==> config.mk <==
export PLATFORM = sky130hd
export DESIGN_NAME = jtkunio_obj_draw_flat
export DESIGN_NICKNAME = d
export VERILOG_FILES = /design/src/rtl/jtkunio_obj_draw_pkg.sv /design/src/rtl/jtkunio_obj_draw_if.sv /design/src/rtl/jtkunio_obj_draw.sv /design/src/flat_wrapper.sv
export SDC_FILE = /design/constraint.sdc
export NUM_CORES = 1
export LEC_CHECK = 0
export CELL_PAD_IN_SITES_DETAIL_PLACEMENT = 1
export CELL_PAD_IN_SITES_GLOBAL_PLACEMENT = 1
export CORE_AREA = 3 3 121 123
export DETAILED_ROUTE_END_ITERATION = 10
export DIE_AREA = 0 0 124 126
export PLACE_DENSITY_LB_ADDON = 0.1
export SLEW_MARGIN = 20
export SYNTH_ARGS = -nofsm -noshare
export SYNTH_HDL_FRONTEND = slang
export SYNTH_SLANG_ARGS = --single-unit
==> constraint.sdc <==
create_clock -name clk -period 2.6 [get_ports clk]
set_clock_uncertainty 0.1 [all_clocks]
set_input_delay 0.52 -clock clk [delete_from_list [all_inputs] [get_ports clk]]
set_output_delay 0.52 -clock clk [all_outputs]
set_load 0.01 [all_outputs]
==> src/rtl/jtkunio_obj_draw_pkg.sv <==
// Shared definitions for the Kunio sprite line drawer.
//  - default widths for the object ROM port and the line buffer
//  - drawer state encoding
//  - nibble picker used to apply horizontal flip to a fetched ROM word
package jtkunio_obj_draw_pkg;

  localparam int unsigned OBJ_CODEW = 13;
  localparam int unsigned OBJ_AW    = OBJ_CODEW + 4 + 1;
  localparam int unsigned OBJ_BUFW  = 9;

  typedef enum logic [1:0] {
    StIdle,
    StReq,
    StDraw
  } state_e;

  // Nibble n is the n-th pixel of an unflipped word; flipping reads 7-n instead.
  function automatic logic [3:0] pick_nibble(input logic [31:0] word, input logic [2:0] n,
                                             input logic flip);
    logic [2:0] idx;
    idx = flip ? ~n : n;
    return word[{idx, 2'b00} +: 4];
  endfunction

endpackage

==> src/rtl/jtkunio_obj_draw_if.sv <==
// Object ROM request port between the sprite drawer and the SDRAM arbiter.
//  obj_addr  word address {code, vsub, half}
//  obj_cs    request, held until the data is accepted
//  obj_data  32-bit ROM word, 8 pixels of 4 bits
//  obj_ok    data valid for the current obj_addr
// master: the drawer; slave: the ROM side.
interface jtkunio_obj_draw_if #(
  parameter int unsigned AW = 18
) ();

  logic [AW-1:0] obj_addr;
  logic          obj_cs;
  logic [31:0]   obj_data;
  logic          obj_ok;

  modport master (
    output obj_addr,
    output obj_cs,
    input  obj_data,
    input  obj_ok
  );

  modport slave (
    input  obj_addr,
    input  obj_cs,
    output obj_data,
    output obj_ok
  );

endinterface

==> src/rtl/jtkunio_obj_draw.sv <==
// Sprite line drawer. Takes one 16-pixel sprite row per draw pulse, fetches the two
// 32-bit ROM words holding it, and writes non-transparent {pal, pixel} entries into
// the object line buffer, one pixel per cen.
//  clk, rst      video clock, synchronous active-high reset
//  cen           pixel-write enable; only the drawing phase advances on it
//  draw          start pulse, taken only while busy is low
//  code, vsub    sprite tile code and row within the sprite
//  xpos          leftmost pixel x (buffer addresses wrap)
//  hflip, pal    horizontal mirror and palette select
//  busy          high from an accepted draw until the row is finished
//  rom           object ROM request port (master side)
//  buf_addr/din/we  line-buffer write port
module jtkunio_obj_draw
  import jtkunio_obj_draw_pkg::*;
#(
  parameter int unsigned AW    = OBJ_AW,
  parameter int unsigned CODEW = OBJ_CODEW,
  parameter int unsigned BUFW  = OBJ_BUFW
) (
  input  logic             clk,
  input  logic             rst,
  input  logic             cen,
  input  logic             draw,
  input  logic [CODEW-1:0] code,
  input  logic [3:0]       vsub,
  input  logic [BUFW-1:0]  xpos,
  input  logic             hflip,
  input  logic [3:0]       pal,
  output logic             busy,
  jtkunio_obj_draw_if.master rom,
  output logic [BUFW-1:0]  buf_addr,
  output logic [7:0]       buf_din,
  output logic             buf_we
);

  state_e           state_q, state_d;
  logic             busy_q, busy_d;
  logic [CODEW-1:0] code_q, code_d;
  logic [3:0]       vsub_q, vsub_d;
  logic [BUFW-1:0]  xpos_q, xpos_d;
  logic             hflip_q, hflip_d;
  logic [3:0]       pal_q, pal_d;
  logic             half_q, half_d;
  logic [3:0]       cnt_q, cnt_d;
  logic [31:0]      data_q, data_d;
  logic             settle_q, settle_d;
  logic             cs_q, cs_d;
  logic [AW-1:0]    addr_q, addr_d;
  logic [BUFW-1:0]  baddr_q, baddr_d;
  logic [7:0]       din_q, din_d;
  logic             we_q, we_d;
  logic [3:0]       pix;

  assign busy         = busy_q;
  assign rom.obj_cs   = cs_q;
  assign rom.obj_addr = addr_q;
  assign buf_addr     = baddr_q;
  assign buf_din      = din_q;
  assign buf_we       = we_q;

  always_comb begin
    state_d  = state_q;
    busy_d   = busy_q;
    code_d   = code_q;
    vsub_d   = vsub_q;
    xpos_d   = xpos_q;
    hflip_d  = hflip_q;
    pal_d    = pal_q;
    half_d   = half_q;
    cnt_d    = cnt_q;
    data_d   = data_q;
    settle_d = settle_q;
    cs_d     = cs_q;
    addr_d   = addr_q;
    baddr_d  = baddr_q;
    din_d    = din_q;
    we_d     = 1'b0;
    pix      = 4'd0;
    unique case (state_q)
      StIdle: begin
        // busy lingers one edge past the last pixel, so a draw is never taken then
        busy_d = 1'b0;
        if (draw && !busy_q) begin
          code_d   = code;
          vsub_d   = vsub;
          xpos_d   = xpos;
          hflip_d  = hflip;
          pal_d    = pal;
          half_d   = hflip;
          cnt_d    = 4'd0;
          busy_d   = 1'b1;
          cs_d     = 1'b1;
          addr_d   = {code, vsub, hflip};
          settle_d = 1'b1;
          state_d  = StReq;
        end
      end
      StReq: begin
        // obj_ok may still refer to the previous address during the first cycle
        if (settle_q) begin
          settle_d = 1'b0;
        end else if (rom.obj_ok) begin
          data_d  = rom.obj_data;
          cs_d    = 1'b0;
          state_d = StDraw;
        end
      end
      StDraw: begin
        if (cen) begin
          pix     = pick_nibble(data_q, cnt_q[2:0], hflip_q);
          baddr_d = xpos_q + BUFW'(cnt_q);
          din_d   = {pal_q, pix};
          we_d    = (pix != 4'd0);
          cnt_d   = cnt_q + 4'd1;
          if (cnt_q[2:0] == 3'd7) begin
            if (cnt_q[3]) begin
              state_d = StIdle;
            end else begin
              half_d   = ~half_q;
              addr_d   = {code_q, vsub_q, ~half_q};
              cs_d     = 1'b1;
              settle_d = 1'b1;
              state_d  = StReq;
            end
          end
        end
      end
      default: state_d = StIdle;
    endcase
  end

  always_ff @(posedge clk) begin
    if (rst) begin
      state_q  <= StIdle;
      busy_q   <= 1'b0;
      code_q   <= '0;
      vsub_q   <= '0;
      xpos_q   <= '0;
      hflip_q  <= 1'b0;
      pal_q    <= '0;
      half_q   <= 1'b0;
      cnt_q    <= '0;
      data_q   <= '0;
      settle_q <= 1'b0;
      cs_q     <= 1'b0;
      addr_q   <= '0;
      baddr_q  <= '0;
      din_q    <= '0;
      we_q     <= 1'b0;
    end else begin
      state_q  <= state_d;
      busy_q   <= busy_d;
      code_q   <= code_d;
      vsub_q   <= vsub_d;
      xpos_q   <= xpos_d;
      hflip_q  <= hflip_d;
      pal_q    <= pal_d;
      half_q   <= half_d;
      cnt_q    <= cnt_d;
      data_q   <= data_d;
      settle_q <= settle_d;
      cs_q     <= cs_d;
      addr_q   <= addr_d;
      baddr_q  <= baddr_d;
      din_q    <= din_d;
      we_q     <= we_d;
    end
  end

endmodule

==> src/flat_wrapper.sv <==
// flat-port wrapper written by rule: the top's interface ports become plain ports
module jtkunio_obj_draw_flat import jtkunio_obj_draw_pkg::*;
#(
  parameter int unsigned AW    = OBJ_AW,
  parameter int unsigned CODEW = OBJ_CODEW,
  parameter int unsigned BUFW  = OBJ_BUFW
)
  (clk, rst, cen, draw, code, vsub, xpos, hflip, pal, busy, buf_addr, buf_din, buf_we, rom_obj_addr, rom_obj_cs, rom_obj_data, rom_obj_ok);
  jtkunio_obj_draw_if #(.AW(AW)) rom_i ();
  input  logic clk;
  input  logic rst;
  input  logic cen;
  input  logic draw;
  input  logic [CODEW-1:0] code;
  input  logic [3:0] vsub;
  input  logic [BUFW-1:0] xpos;
  input  logic hflip;
  input  logic [3:0] pal;
  output logic busy;
  output logic [BUFW-1:0] buf_addr;
  output logic [7:0] buf_din;
  output logic buf_we;
  output wire logic [$bits(rom_i.obj_addr)-1:0] rom_obj_addr;
  output wire logic [$bits(rom_i.obj_cs)-1:0] rom_obj_cs;
  input wire logic [$bits(rom_i.obj_data)-1:0] rom_obj_data;
  input wire logic [$bits(rom_i.obj_ok)-1:0] rom_obj_ok;
  assign rom_obj_addr = rom_i.obj_addr;
  assign rom_obj_cs = rom_i.obj_cs;
  assign rom_i.obj_data = rom_obj_data;
  assign rom_i.obj_ok = rom_obj_ok;
  jtkunio_obj_draw #(.AW(AW), .CODEW(CODEW), .BUFW(BUFW)) u_core (.clk(clk), .rst(rst), .cen(cen), .draw(draw), .code(code), .vsub(vsub), .xpos(xpos), .hflip(hflip), .pal(pal), .busy(busy), .rom(rom_i), .buf_addr(buf_addr), .buf_din(buf_din), .buf_we(buf_we));
endmodule
# ---- Word level (Yosys, flattened, before mapping)
# Cells that the tools add are included.
dict set report classes {
  n_addsub 2
  eq_ne 9
  shift 1
  muxes 30
  bitwise_logic 5
  reduce_logical 15
}
# op n
set op_table {}
lappend op_table {{$mux W18} 4}
lappend op_table {{$pmux W18 S2} 1}
lappend op_table {{$shiftx A32 B6 Y4} 1}
lappend op_table {{$reduce_and A5 Y1} 3}
lappend op_table {{$mux W1} 12}
lappend op_table {{$mux W2} 5}
lappend op_table {{$add A9 B4 Y9} 1}
lappend op_table {{$mux W4} 2}
lappend op_table {{$ne A2 B2 Y1 const B} 4}
lappend op_table {{$pmux W4 S2} 1}
lappend op_table {{$reduce_and A7 Y1} 1}
lappend op_table {{$pmux W1 S3} 2}
lappend op_table {{$pmux W2 S3} 1}
lappend op_table {{$reduce_and A3 Y1} 2}
lappend op_table {{$add A4 B1 Y4 const B} 1}
lappend op_table {{$ne A2 B1 Y1 const B} 2}
lappend op_table {{$not A1 Y1} 4}
lappend op_table {{$reduce_and A2 Y1} 2}
lappend op_table {{$reduce_bool A4 Y1} 1}
lappend op_table {{$eq A3 B3 Y1 const B} 1}
lappend op_table {{$mux W3} 1}
lappend op_table {{$not A3 Y3} 1}
lappend op_table {{$reduce_bool A3 Y1} 1}
lappend op_table {{$reduce_or A3 Y1} 1}
lappend op_table {{other kinds (7)} 7}
dict set report word_totals {
  ff_bits 109
  input_bits 68
  out_inout_bits 38
  elab_cells 78
}

# ---- Depth between registers and ports, before layout
dict set report logic_depth {
  word_depth 5
  depth_mapped 9
  depth_no_buf 8
}

# ---- Least setup slack after synthesis
# No wires, ideal clock.
dict set report synth_path {
  path_type {register to register}
  start {reg u_core.cnt_q[1]}
  end {reg u_core.baddr_q[6] (netlist: u_core.buf_addr[6])}
  setup_ps 86
  arrival_time_ps 1860
  required_time_ps 2414
  setup_slack_ps 554
  path_stages_with_launch 10
  path_buffers 2
  period_less_slack_ps 2046
  cell_sequence {dfxtp_1 > buf_4 > buf_2 > inv_1 > fa_1 > nor2b_1 > o21ai_0 > a21oi_1 > xnor2_1 > a211oi_1}
}
dict set report synth_via {
  elab_chain_len 1
}
# element line_no
set synth_rtl {}
lappend synth_rtl {{start, declared} jtkunio_obj_draw.sv:44} ;# logic [3:0] cnt_q, cnt_d;
lappend synth_rtl {{start signal, assigned} jtkunio_obj_draw.sv:159} ;# cnt_q <= cnt_d;
lappend synth_rtl {{$add A9 B4 Y9} jtkunio_obj_draw.sv:111} ;# baddr_d = xpos_q + BUFW'(cnt_q);
lappend synth_rtl {{end signal, assigned} jtkunio_obj_draw.sv:164} ;# baddr_q <= baddr_d;
lappend synth_rtl {{end, declared} jtkunio_obj_draw.sv:49} ;# logic [BUFW-1:0] baddr_q, baddr_d;
# No other way between the ends.
# A chain may end at the register's enable or synchronous reset.

# ---- Final worst setup path
dict set report layout_path {
  start {reg u_core.cnt_q[0]}
  end {reg u_core.addr_q[11] (netlist: u_core.rom.obj_addr[11])}
}
dict set report layout_via {
  elab_chain_len 3
}
# element line_no
set layout_rtl {}
lappend layout_rtl {{$eq A3 B3 Y1} jtkunio_obj_draw.sv:115} ;# if (cnt_q[2:0] == 3'd7) begin
lappend layout_rtl {{$ne A2 B1 Y1 (no source line)} -}
lappend layout_rtl {{$reduce_and A5 Y1 (no source line)} -}
lappend layout_rtl {{end signal, assigned} jtkunio_obj_draw.sv:163} ;# addr_q <= addr_d;
lappend layout_rtl {{end, declared} jtkunio_obj_draw.sv:48} ;# logic [AW-1:0] addr_q, addr_d;
# No other way between the ends.

==> results.py <==
metrics = {
    "timing": {
        "fmax_mhz": 462,
        "rsz0062_at_grt": "false",
        "finalSetupTns_ns": 0,
        "fin_crit_sh_pct": 83.3,
        "finalCriticalPeriod_ns": 2.17,
        "maxSlewHeadroom_pct": 58.6,
        "hold_violations": 0,
        "tightest_slew_ns": 0.621,
        "final-max-slew-violation-count": 0,
        "finalSetupViolations": 0,
    },
    "yosys": {
        "ys_top_cells_by_area": "dfxtp_1, nand2_1, a21oi_1",
        "synth_top_area_share_pct": 45.3,
        "ys_seq_elements": 108,
        "dominantRegCellSynth": "dfxtp_1",
        "syn_area_um2": 4770,
        "netlist_instances": 613,
        "ys_warn_count": 0,
        "synth_top_area_cell": "dfxtp_1",
        "ys_top_cells_by_count": "nand2_1, dfxtp_1, a21oi_1, nor2_1, clkbuf_1",
        "ys_types": 43,
        "avgSynthCellArea_um2": 7.78,
        "synth_most_common_cell": "nand2_1",
        "synth_nets": 688,
        "synth-edff-count": 0,
        "async_flop_share_pct": 0,
        "ys_seq_area_share_pct": 45.3,
    },
    "setup_path": {
        "cp.arrival_ns": 2.31,
        "critPathKind": "flip-flop to flip-flop",
        "end_kind": "flip-flop",
        "reg2reg_depth": 9,
        "cp-start-kind": "flip-flop",
        "reg2reg_from": "u_core.cnt_q[0]$_SDFFE_PP0P_",
        "critPathRequiredTime_ns": 2.75,
        "regToRegSetupSlack_ns": 0.43,
        "reg2reg_to": "u_core.rom.obj_addr[11]$_SDFFE_PP0P_",
        "crit_path_max_fanout": 39,
    },
    "clock_tree": {
        "clock_latency_ns": 0.35,
        "clk_pin_slew_ns": 0.07,
        "cts-resized-gates": 0,
        "cts_max_level": 3,
        "hold_buffers": 0,
        "postCtsSetupBuffers": 0,
        "clock-sinks": 108,
        "ctsRootBufferMaster": "clkbuf_16",
        "clockBufferDepth": 2,
        "tritoncts": "done",
        "cts-buffers-inserted": 9,
    },
    "global_routing": {
        "use_met3_pct": 2.38,
        "use_met2_pct": 31.0,
        "grt_util_all_layers_pct": 17.7,
        "grt_max_degree": 59,
        "grt_pass1_vias": 4563,
        "busiest_layer": "met2",
        "met1_usage_pct": 22.6,
        "antenna_found_initial": 0,
        "overflow": 0,
        "grt_pass1_wl_um": 22200,
    },
    "floorplan": {
        "die-width_um": 124,
        "io_pins": 106,
        "placementRows": 43,
        "die-area_um2": 15600,
        "die_y_um": 126,
        "core_um2": 13800,
        "initial_utilization_pct": 34.6,
    },
    "final_layout": {
        "syn_to_final_growth_pct": 32.0,
        "fin_cells": 883,
        "layout.nets": 773,
        "fill_cells": 1694,
        "num_antenna_cells": 0,
        "layout-drive-gt1-share_pct": 5.55,
    },
    "min_path": {
        "min_delay_worst_endpoint": "u_core.pal_q[2]$_SDFFE_PP0P_",
        "min_from": "u_core.pal_q[2]$_SDFFE_PP0P_",
        "holdPathStages": 2,
        "hold_class": "flip-flop to flip-flop",
    },
    "routing": {
        "viasPerCell": 5.17,
        "drc": 0,
        "first_pass_iters": 4,
        "ant_nets": 0,
        "routed_wl_um": 13900,
        "first_iter_violations": 199,
        "num_vias": 4567,
        "post_drt_wl_per_cell_um": 15.7,
    },
    "placed_design": {
        "portBuffers": 105,
        "gp_congestion": 0.753,
        "dpl.hpwl_um": 9850,
        "place_inst": 867,
    },
    "flow_run": {
        "max_cap_viol_count": 0,
    },
    "pwr": {
        "power_density_nw_per_um2": 621,
        "p_leak_uw": 0.00219,
        "irDropWorstVdd_v": 0.000378,
        "total_power_uw": 3910,
    },
    "status": {
        "status": "finished clean",
    },
}
[registers in the layout, summed over array words and instances, names as in the netlist]
signal               cells
u_core.buf_addr          9
u_core.buf_din           8
u_core.buf_we            1
u_core.busy              1
u_core.cnt_q             4
u_core.code_q           13
u_core.data_q           32
u_core.hflip_q           1
u_core.pal_q             4
u_core.rom.obj_addr     18
u_core.rom.obj_cs        1
u_core.settle_q          1
u_core.state_q           2
u_core.vsub_q            4
u_core.xpos_q            9
[kinds of logic (layout without fill, tap and decap cells)]
kind of cell | count (synthesis) | in the layout | synth area share (%)
AOI/OAI and AO/OA | 166 | 166 | 20.6
xor gates and xnor gates | 5 | 5 | 0.918
adders and majority gates | 7 | 7 | 1.99
buffers and inverters | 55 | 145 | 5.25
DFF | 108 | 108 | 45.3
muxes | 16 | 16 | 3.38
and+or+nand+nor | 256 | 256 | 22.5
[where the power goes]
part           switching [uW]  internal, uW  total [uW]
clock                     625           851        1480
combinational             307           296         603
sequential               74.6          1760        1830
total                    1010          2900        3910
[metal layers]
layer | share of wire [%] | wire [um]
met1 | 46 | 6360
met5 | 0 | 0
met4 | 1.1 | 155
met2 | 49 | 6840
met3 | 3.7 | 517
[cell usage in the layout, fill, tap and decap left out, drive strengths merged, types with 2 or more instances in the layout]
cell / count
or2: 2
buf: 17
mux2i: 15
nand4: 3
inv: 9
nand2b: 8
and3: 9
o21ai: 11
bufinv: 2
xnor2: 4
nor3b: 4
a31oi: 9
ha: 6
nand2: 184
or3: 2
nor2: 35
o22ai: 8
clkbuf: 11
a21oi: 97
o22a: 4
nor3: 2
nor2b: 2
o211ai: 7
clkdlybuf4s50: 104
a311oi: 18
a211oi: 5
a22oi: 3
dfxtp: 108
[final cells by class]
class	count	area, um2	area share, %
clock inverters	5	85.1	1.35
flip-flops and latches	108	2160	34.3
clock buffers	11	233	3.70
repair buffers	121	1190	19.0
well taps	180	225	3.58
multi-input cells	450	2370	37.6
inverters	8	30.0	0.477
[worst max-delay path by stage]
stage | from | to | slack [ns] | depth (start not counted)
finish | u_core.cnt_q[0]$_SDFFE_PP0P_ | u_core.rom.obj_addr[11]$_SDFFE_PP0P_ | 0.43 | 9
detailed placement | draw | u_core.rom.obj_addr[11]$_SDFFE_PP0P_ | 0.32 | 7
global route | u_core.cnt_q[0]$_SDFFE_PP0P_ | u_core.rom.obj_addr[11]$_SDFFE_PP0P_ | 0.30 | 9
floorplan | u_core.cnt_q[1]$_SDFFE_PP0P_ | u_core.buf_addr[6]$_SDFFE_PP0N_ | 0.55 | 9
global placement | draw | u_core.rom.obj_addr[0]$_SDFFE_PP0P_ | 0.43 | 7
CTS | u_core.cnt_q[0]$_SDFFE_PP0P_ | u_core.rom.obj_addr[11]$_SDFFE_PP0P_ | 0.38 | 9
[metrics by stage]
step | hold slack (ns) | util (%) | worst slack [ns] | cell area, um2
6_report | 0.359 | 45.7 | 0.434 | 6300
3_5_place_dp | 0.349 | 43.4 | 0.324 | 5980
3_3_place_gp | 0.342 | 43.4 | 0.431 | 5980
2_1_floorplan | 0.332 | - | 0.554 | 4770
5_1_grt | 0.386 | 45.7 | 0.301 | 6300
4_1_cts | 0.362 | 45.7 | 0.382 | 6300
[critical path, cell delays in order (launching register included)]
cell,delay [ns]
dfxtp_1,0.33
buf_4,0.33
ha_1,0.21
ha_1,0.15
nand2_1,0.07
o22a_1,0.19
nor2_2,0.13
buf_12,0.22
nor2_1,0.07
a311oi_1,0.27
Power figures use the tool's default switching activity.
